<file path="config.mk">
export PLATFORM = sky130hd
export DESIGN_NAME = smart_vending
export DESIGN_NICKNAME = d
export VERILOG_FILES = /design/src/rtl/smart_vending.sv
export SDC_FILE = /design/constraint.sdc
export NUM_CORES = 1
export LEC_CHECK = 0
export BUFFER_PORTS_ARGS = -buffer_cell sky130_fd_sc_hd__buf_4
export CORE_UTILIZATION = 53
export CTS_CLUSTER_DIAMETER = 50
export DETAILED_ROUTE_END_ITERATION = 7
export PLACE_DENSITY = 0.79
export SLEW_MARGIN = 20
export SYNTH_ARGS = -nofsm -noshare
export SYNTH_HDL_FRONTEND = slang
export SYNTH_SLANG_ARGS = --single-unit
</file>
<file path="constraint.sdc">
create_clock -name clk -period 2 [get_ports clk]
set_input_delay 0.1 -clock clk [delete_from_list [all_inputs] [get_ports clk]]
set_output_delay 0.1 -clock clk [all_outputs]
set_load 0.005 [all_outputs]
</file>
<file path="src/rtl/smart_vending.sv">
// rtl/smart_vending.sv - product request synchronizer, priority encoder and debouncer
//
// Purpose: turns four asynchronous product request lines into a stable,
// registered 2-bit product code for the dispense/pricing logic.
//
// Ports:
//   clk        in   system clock, rising edge active
//   rst_n      in   asynchronous active-low reset
//   P[3:0]     in   product request lines (async to clk), P[3] highest priority
//   S[1:0]     out  selected product code (registered)
//   sel_valid  out  S represents an active request
//   sel_change out  one-cycle pulse after {sel_valid,S} takes a new value
module smart_vending #(
  parameter int SYNC_STAGES     = 2,
  parameter int DEBOUNCE_CYCLES = 4
) (
  input  logic       clk,
  input  logic       rst_n,
  input  logic [3:0] P,
  output logic [1:0] S,
  output logic       sel_valid,
  output logic       sel_change
);

  localparam int              CW      = $clog2(DEBOUNCE_CYCLES + 1);
  localparam logic [CW-1:0]   CNT_MAX = CW'(DEBOUNCE_CYCLES);
  localparam logic [CW-1:0]   CNT_ONE = CW'(1);

  // Synchronizer chain, stage 0 in the low nibble, oldest stage in the high nibble.
  logic [SYNC_STAGES*4-1:0] sync_q, sync_d;
  logic [3:0]               p_sync;

  logic [1:0]    cand_code;
  logic          cand_valid;
  logic [2:0]    cand;
  logic [2:0]    last_cand_q, last_cand_d;
  logic [CW-1:0] cnt_q, cnt_d;
  logic [2:0]    sel_q, sel_d;        // {sel_valid, S}
  logic          change_q, change_d;

  always_comb begin
    sync_d = {sync_q[SYNC_STAGES*4-5:0], P};
    p_sync = sync_q[SYNC_STAGES*4-1 -: 4];
  end

  always_comb begin
    cand_code = 2'd0;
    if (p_sync[3])      cand_code = 2'd3;
    else if (p_sync[2]) cand_code = 2'd2;
    else if (p_sync[1]) cand_code = 2'd1;
    else                cand_code = 2'd0;
    cand_valid = |p_sync;
    cand       = {cand_valid, cand_code};
  end

  always_comb begin
    last_cand_d = cand;
    // Any change of the candidate restarts the stability count at 1.
    if (cand != last_cand_q)    cnt_d = CNT_ONE;
    else if (cnt_q != CNT_MAX)  cnt_d = cnt_q + CNT_ONE;
    else                        cnt_d = cnt_q;

    sel_d    = sel_q;
    change_d = 1'b0;
    // While the count stays saturated the same value is reloaded every
    // clock; only a genuinely different value raises the strobe.
    if (cnt_d == CNT_MAX) begin
      sel_d    = cand;
      change_d = (cand != sel_q);
    end
  end

  always_ff @(posedge clk or negedge rst_n) begin
    if (!rst_n) begin
      sync_q      <= '0;
      last_cand_q <= '0;
      cnt_q       <= '0;
      sel_q       <= '0;
      change_q    <= 1'b0;
    end else begin
      sync_q      <= sync_d;
      last_cand_q <= last_cand_d;
      cnt_q       <= cnt_d;
      sel_q       <= sel_d;
      change_q    <= change_d;
    end
  end

  assign S          = sel_q[1:0];
  assign sel_valid  = sel_q[2];
  assign sel_change = change_q;

endmodule

</file>
## Word level (Yosys, flattened, before mapping)

Index checks and enable logic that the tools add are counted.

| storage, ports and cells | value |
|---|---|
| bits in registers | 18 |
| input bits | 6 |
| output and inout bits | 4 |
| word-level logic and storage cells | 17 |

| operators by class | value |
|---|---|
| add/sub/neg operators | 1 |
| equality and inequality tests | 4 |
| multiplexer cells | 6 |
| reduce and logical (&&, ||, !) cells | 1 |

Operator list:

| cell | count |
|---|---|
| 3-bit two-way mux | 2 |
| 3-bit inequality test | 2 |
| 2-bit two-way mux | 2 |
| 4-bit OR reduction | 1 |
| 3-bit by 1-bit adder with 3-bit output, second input constant | 1 |
| 3-bit equality test, second input constant | 1 |
| 3-bit inequality test, second input constant | 1 |
| 1-bit two-way mux | 2 |

## Longest topological paths before layout

Gate-level depths: netlist of the first run.

| depth | value |
|---|---|
| word-level depth | 7 |
| mapped depth | 7 |
| mapped depth without buffers | 7 |

## Worst setup path before layout of the first run

No wires, ideal clock.

| timing path | value |
|---|---|
| kind | reg2reg |
| from | register cnt_q[0] |
| to | register sel_q[1] |
| library setup time | 0.127 ns |
| data arrival time | 1.722 ns |
| data required time | 1.873 ns |
| setup slack | 0.151 ns |
| cell stages (with the launch flop) | 7 |
| buffers on the path | 0 |
| period minus slack after synthesis | 1.849 ns |
| path through | dfrtp_1 inv_1 ha_1 or3b_1 a311oi_2 nand2_2 mux2_1 |

| between the ends | value |
|---|---|
| word-level cells in the longest chain between the ends | 4 |
| elaborated cells on any way between the ends | 5 |
| classes of those cells | add/sub (1); eq/ne (2); mux (2) |

RTL lines:

| item | RTL line | RTL |
|---|---|---|
| start: declaration | 37 | `logic [CW-1:0] cnt_q, cnt_d;` |
| start signal: assignment | 83 | `cnt_q <= cnt_d;` |
| 3-bit by 1-bit adder with 3-bit output or 3-bit inequality test (tied branches) | 60 | `else if (cnt_q != CNT_MAX) cnt_d = cnt_q + CNT_ONE;` |
| 3-bit two-way mux (*) | 60 |  |
| 3-bit two-way mux (*) | 59 | `if (cand != last_cand_q) cnt_d = CNT_ONE;` |
| 3-bit equality test (*) | 67 | `if (cnt_d == CNT_MAX) begin` |
| end signal: assignment | 84 | `sel_q <= sel_d;` |
| end: declaration | 38 | `logic [2:0] sel_q, sel_d;` |

Every way passes the cells marked *; elsewhere a longest branch is shown, timed or not.
A chain may end at the register's enable or synchronous reset.

## Final worst setup path of the first run

| timing path | value |
|---|---|
| from | register cnt_q[0] |
| to | register sel_q[2] |

Same word-level chain as after synthesis.

==> flow_summary.json, run 1 <==
{
  "status": "finished, final reports clean",
  "ant_nets": 0,
  "synth_top_flop_cell": "sky130_fd_sc_hd__dfrtp_1",
  "fraction_of_final_layout_cells_with_drive_strength_greater_than_1": 0.2683,
  "crit_path_top_delay_cell": "sky130_fd_sc_hd__dfrtp_1",
  "netlist_top_cells_area": "sky130_fd_sc_hd__dfrtp_1 (59%), sky130_fd_sc_hd__ha_1 (3.3%), sky130_fd_sc_hd__mux2_1 (2.9%), sky130_fd_sc_hd__o21ai_0 (2.6%), sky130_fd_sc_hd__nand2_1 (2.5%)",
  "routed_wirelength_um": 1472,
  "critPathArrivalTime_ns": 2.08,
  "setup_viol_count_final": 0,
  "synth-seq-area-share": 0.5892,
  "syn_to_final_growth_pct": 23.08,
  "finalWorstSetupSlack_ns": 0.08599,
  "globalRoute.totalOverflow": 0,
  "timing_worst_setup_path_type": "reg2reg",
  "grt_pass1_wl_um": 2228,
  "grt_max_degree": 19,
  "htree_levels": 1,
  "gp_congestion": 0.6727,
  "slew_headroom": 0.8065,
  "synthDistinctLibCells": 32,
  "grt_pass1_vias": 504,
  "crit_fanout": 4,
  "chipHeight_um": 39.98,
  "synthesized_instance_count": 64,
  "core.rowCount": 13,
  "worstRegToRegCells": 5,
  "numCtsBuffers": 3,
  "hpwl_um": 959.6,
  "dpl_cell_area_um2": 850.8,
  "syn-mean-instance-area_um2": 11.95,
  "clockRootBuffer": "sky130_fd_sc_hd__clkbuf_4",
  "finClkSkew_ns": 0.0009926,
  "design.die.area_um2": 1598,
  "critPathRequiredTime_ns": 2.17,
  "worstReg2RegStart": "cnt_q[0]",
  "drc_errors": 0,
  "tritoncts": "built",
  "ys_warn_count": 0,
  "finalMaxSlewViolations": 0,
  "vdd_ir_drop_max_uv": 680.1,
  "crit_path_max_incr_delay_ns": 0.41,
  "stdcell_count": 97,
  "fmax_ghz": 0.5225,
  "async_reset_ff_frac": 1.000,
  "rrSetupSlack_ns": 0.09,
  "fp.dieW_um": 39.98,
  "path_clk_slew_ns": 0.09,
  "total_power_consumption_of_the_routed_design_mw": 0.8015,
  "top_level_ports": 10,
  "rr_endpoint": "sel_q[2]",
  "grtUsageTotal": 0.2192,
  "finish.utilization": 0.7142,
  "clk_path_buf_depth": 2,
  "clock-sinks": 18,
  "post-place-cells": 88,
  "setup_total_negative_slack_ns": 0,
  "final_cell_area_um2": 940.9,
  "initial_utilization": 0.5802,
  "p_leak_nw": 0.4367,
  "timing.final.crit_share": 0.9570,
  "post-synth-top-area-fraction": 0.5892,
  "crit_path_cell_trace": "ha_1 -> or3b_1 -> a311oi_2 -> nand2_2 -> mux2_4",
  "fin_crit_ns": 1.914,
  "placement.setup.worst_slack_ns": 0.01995,
  "drv_cap": 0,
  "drt-vias-per-instance": 5.289,
  "num-nets-final": 92,
  "clock_insertion_delay_worst_skew_ns": 0.28,
  "avgRoutedWirePerCell_um": 15.18,
  "final-hold-violation-count": 0,
  "power.density_cell_area_nw_per_um2": 851.8,
  "critPathCaptureType": "flop",
  "yosys.area.top_type": "sky130_fd_sc_hd__dfrtp_1",
  "syn_area_um2": 764.5,
  "synth.ff_latch_count": 18,
  "vias_post_dr": 513,
  "number_of_antenna_cells_inserted": 0,
  "initial_antenna_violation_count": 0,
  "yosys-top-cells-count": "sky130_fd_sc_hd__dfrtp_1 (18), sky130_fd_sc_hd__nand2_1 (5), sky130_fd_sc_hd__inv_1 (4), sky130_fd_sc_hd__o21ai_0 (4)",
  "mappedNetlistNets": 72,
  "synth_edf_count": 0,
  "io_buffers": 9,
  "critPathLaunchType": "flop",
  "holdWs_ns": 0.2611,
  "drt_first_pass_iters": 4,
  "yosysMostFrequentCell": "sky130_fd_sc_hd__dfrtp_1",
  "worstMarginPinSlew_ns": 0.2902,
  "worstHoldPathType": "in2async",
  "core_area_um2": 1318,
  "detailedRoute.firstIterationViolations": 3
}
==> cell type report <==
| class | instances | area, um2 |
|---|---|---|
| Clock buffer | 3 | 22.52 |
| Fill cell | 94 | 376.6 |
| Inverter | 4 | 15.01 |
| Multi-Input combinational cell | 42 | 309.0 |
| Sequential cell | 18 | 450.4 |
| Tap cell | 15 | 18.77 |
| Timing Repair Buffer | 15 | 125.1 |
==> power by group <==
group / internal (mW) / switching [mW]
sequential: 0.403 / 0.0424
combinational: 0.111 / 0.0768
clock: 0.0697 / 0.0991
total: 0.583 / 0.218
==> kinds of logic (layout without fill, tap and decap cells) <==
logic type,after synthesis,after routing,synth area share
AND/OR/NAND/NOR,20,20,0.1473
AO/OA/AOI/OAI,15,15,0.1473
multiplexers,2,2,0.02946
flip-flops,18,18,0.5892
XOR/XNOR,3,3,0.03438
buffers and inverters,4,22,0.01963
adder cells (fa/ha/maj),2,2,0.03273
==> how the worst max path moves through the flow <==
stage          endpoint  slack (ns)  depth (start not counted)     start
3_3_place_gp   sel_q[2]        0.08                          6  cnt_q[0]
6_report       sel_q[2]        0.09                          5  cnt_q[0]
4_1_cts        sel_q[2]        0.05                          6  cnt_q[0]
5_1_grt        sel_q[2]      -0.007                          6  cnt_q[0]
3_5_place_dp   sel_q[2]        0.02                          6  cnt_q[0]
2_1_floorplan  sel_q[1]        0.15                          6  cnt_q[0]
==> flip-flops by register name (all words and copies together), names as in the netlist <==
name	cells
sel_q	3
sync_q	8
sel_change	1
cnt_q	3
last_cand_q	3
==> critical path: cells and delay by family, from the launching register on <==
| family | cells | cell delay (ns) |
|---|---|---|
| AOI/OAI and AO/OA | 1 | 0.32 |
| adders and majority gates | 1 | 0.25 |
| DFF | 1 | 0.41 |
| muxes | 1 | 0.32 |
| and+or+nand+nor | 2 | 0.51 |
==> placed cells by master, fill, tap and decap left out, types with 2 or more instances in the layout <==
cell	netlist	routed
sky130_fd_sc_hd__dfrtp_1	18	18
sky130_fd_sc_hd__buf_4	0	10
sky130_fd_sc_hd__nand2_1	5	5
sky130_fd_sc_hd__dlygate4sd3_1	0	5
sky130_fd_sc_hd__o21ai_0	4	4
sky130_fd_sc_hd__inv_1	4	4
sky130_fd_sc_hd__clkbuf_4	0	3
sky130_fd_sc_hd__nor2_1	2	2
sky130_fd_sc_hd__xnor2_1	2	2
sky130_fd_sc_hd__a21oi_1	2	2
sky130_fd_sc_hd__mux2_4	0	2
==> what timing repair did <==
| item | 4_1_cts | 5_1_grt |
|---|---|---|
| gates cloned | 0 | 0 |
| hold endpoints to repair | 22 | 0 |
| hold buffers | 5 | 0 |
| pin swaps | 0 | 3 |
| setup endpoints to repair | 1 | 2 |
| buffers inserted | 1 | 0 |
| gates resized for setup | 0 | 3 |
==> per-layer routing <==
metal / vias up / share of wire / GRT usage
met5: - / 0 / 0
met4: 0 / 0 / 0.05172
met3: 0 / 0.022 / 0.05000
met2: 9 / 0.46 / 0.3468
met1: 240 / 0.52 / 0.3071
li1: 264 / - / -
(Power assumes the default switching activity.)
==> run 2, diff against run 1 <==
--- a/config.mk
+++ b/config.mk
@@ -6,10 +6,10 @@
 export NUM_CORES = 1
 export LEC_CHECK = 0
 export BUFFER_PORTS_ARGS = -buffer_cell sky130_fd_sc_hd__buf_4
-export CORE_UTILIZATION = 53
+export CORE_UTILIZATION = 55
 export CTS_CLUSTER_DIAMETER = 50
 export DETAILED_ROUTE_END_ITERATION = 7
-export PLACE_DENSITY = 0.79
+export PLACE_DENSITY = 0.82
 export SLEW_MARGIN = 20
 export SYNTH_ARGS = -nofsm -noshare
 export SYNTH_HDL_FRONTEND = slang
==> constraint.sdc (replaced) <==
create_clock -name clk -period 2.37 [get_ports clk]
set_input_delay 0.1185 -clock clk [delete_from_list [all_inputs] [get_ports clk]]
set_output_delay 0.1185 -clock clk [all_outputs]
set_load 0.005 [all_outputs]
==> flow_summary.json, run 2 (synthesis gave the netlist of run 1 again) <==
{
  "setup_total_negative_slack_ns": 0,
  "pwr-share-seq": 0.574,
  "critPathLaunchType": "flop",
  "timing_worst_setup_path_type": "reg2reg",
  "crit_fanout": 6,
  "clock_insertion_delay_worst_skew_ns": 0.28,
  "syn_to_final_growth_pct": 20.79,
  "design.die.area_um2": 1543,
  "power.clock.fraction": 0.212,
  "clockRootBuffer": "sky130_fd_sc_hd__clkbuf_4",
  "critPathArrivalTime_ns": 2.23,
  "ant_nets": 0,
  "combPwrFrac": 0.213,
  "timing.final.crit_share": 0.8724,
  "fp.dieW_um": 39.28,
  "post_cts_resize_count": 0,
  "grt_max_degree": 19,
  "most_frequent_cells_in_the_layout": "sky130_fd_sc_hd__dfrtp_1 (18), sky130_fd_sc_hd__buf_4 (9), sky130_fd_sc_hd__nand2_1 (5), sky130_fd_sc_hd__dlygate4sd3_1 (5)",
  "number_of_antenna_cells_inserted": 0,
  "core_area_um2": 1301,
  "total_power_consumption_of_the_routed_design_mw": 0.6567,
  "clock-sinks": 18,
  "drc_errors": 0,
  "hpwl_um": 937.4,
  "setup_viol_count_final": 0,
  "worstMarginPinSlew_ns": 0.2918,
  "fin_crit_ns": 2.068,
  "critPathRequiredTime_ns": 2.53,
  "final-hold-violation-count": 0,
  "most_common_cell_after_layout_fill_and_taps_aside": "sky130_fd_sc_hd__dfrtp_1",
  "avgRoutedWirePerCell_um": 16.52,
  "drv_cap": 0,
  "vias_post_dr": 550,
  "fraction_of_power_spent_switching_nets": 0.2761,
  "vdd_ir_drop_max_uv": 429.7,
  "finClkSkew_ns": 0.001160,
  "grt_pass1_vias": 490,
  "initial_utilization": 0.5875,
  "chipHeight_um": 39.28,
  "path_clk_slew_ns": 0.09,
  "p_leak_nw": 0.4239,
  "p_switching_mw": 0.1813,
  "fmax_ghz": 0.4837,
  "drt-vias-per-instance": 5.729,
  "fraction_of_final_layout_cells_with_drive_strength_greater_than_1": 0.2222,
  "grt_setup_unrepaired": "false",
  "worstHoldPathType": "in2async",
  "drt_first_pass_iters": 4,
  "max_flop_register": "sync_q",
  "numCtsBuffers": 3,
  "tritoncts": "built",
  "num-nets-final": 91,
  "cts_setup_buffers": 0,
  "top_level_ports": 10,
  "detailedRoute.firstIterationViolations": 11,
  "gp_congestion": 0.6730,
  "finalMaxSlewViolations": 0,
  "globalRoute.totalOverflow": 0,
  "slew_headroom": 0.8055,
  "core.rowCount": 13,
  "critPathCaptureType": "flop",
  "largest_reg_flops": 8,
  "status": "finished, final reports clean",
  "routed_wirelength_um": 1586,
  "grt_pass1_wl_um": 2270,
  "htree_levels": 1,
  "io_buffers": 9,
  "clk_path_buf_depth": 2,
  "initial_antenna_violation_count": 0,
  "grtUsageTotal": 0.2448,
  "power.density_cell_area_nw_per_um2": 711.2,
  "internal_power_mw": 0.4754
}
-- run 2: metal layers --
metal	global-route usage	wire length, um	vias up
met5	0	0	-
met4	0.1293	11	0
met3	0.03409	26	2
met2	0.4167	852	8
met1	0.2989	695	278
li1	-	-	262
-- run 2: metrics by stage --
step           instances    util  hold WS [ns]  cell area (um2)  setup slack (ns)
2_1_floorplan         64       -       -0.1771            764.5            0.5207
3_3_place_gp          88  0.6538     -0.009537            850.8            0.4523
3_5_place_dp          88  0.6538     -0.008092            850.8            0.3813
4_1_cts               96  0.7096        0.2253            923.4            0.3226
5_1_grt               96  0.7096        0.2764            923.4            0.1974
6_report              96  0.7096        0.2850            923.4            0.3024
-- run 2: power by group through the flow --
stage / clock network, mW / registers [mW] / logic, mW
floorplan: 0 / 0.375 / 0.0706
global placement: 0 / 0.379 / 0.121
detailed placement: 0 / 0.381 / 0.128
CTS: 0.146 / 0.375 / 0.138
global route: 0.157 / 0.380 / 0.153
finish: 0.139 / 0.377 / 0.140
-- run 2: layout make-up --
| type | instances | area, um2 |
|---|---|---|
| clock buffer | 3 | 22.52 |
| multi-input combinational | 42 | 299.0 |
| timing repair buffer | 14 | 117.6 |
| fill | 92 | 377.9 |
| tap | 15 | 18.77 |
| inverter | 4 | 15.01 |
| sequential | 18 | 450.4 |
-- run 2: worst max-delay path: stages, from the launching register on --
cell	delay, ns
sky130_fd_sc_hd__dfrtp_1	0.45
sky130_fd_sc_hd__inv_1	0.07
sky130_fd_sc_hd__ha_1	0.24
sky130_fd_sc_hd__or3b_1	0.40
sky130_fd_sc_hd__a311oi_2	0.32
sky130_fd_sc_hd__nand2_2	0.13
sky130_fd_sc_hd__mux2_1	0.34
-- run 2: final timing paths --
path | slack, ns | from | to | depth (start not counted)
worst max-delay path | 0.30 | cnt_q[0] | sel_q[2] | 6
worst min register to register | 0.35 | sync_q[2] | sync_q[6] | 0
max in group asynchronous | 1.90 | rst_n | sel_q[0] | 2
min in group clk | 0.35 | sync_q[2] | sync_q[6] | 0
worst max register to register | 0.30 | cnt_q[0] | sel_q[2] | 6
worst min-delay path | 0.29 | rst_n | sync_q[7] | 2
-- run 2: repair_timing --
item	CTS	global route
setup endpoints to repair	0	0
hold buffers	5	0
endpoints found under the hold margin	22	0
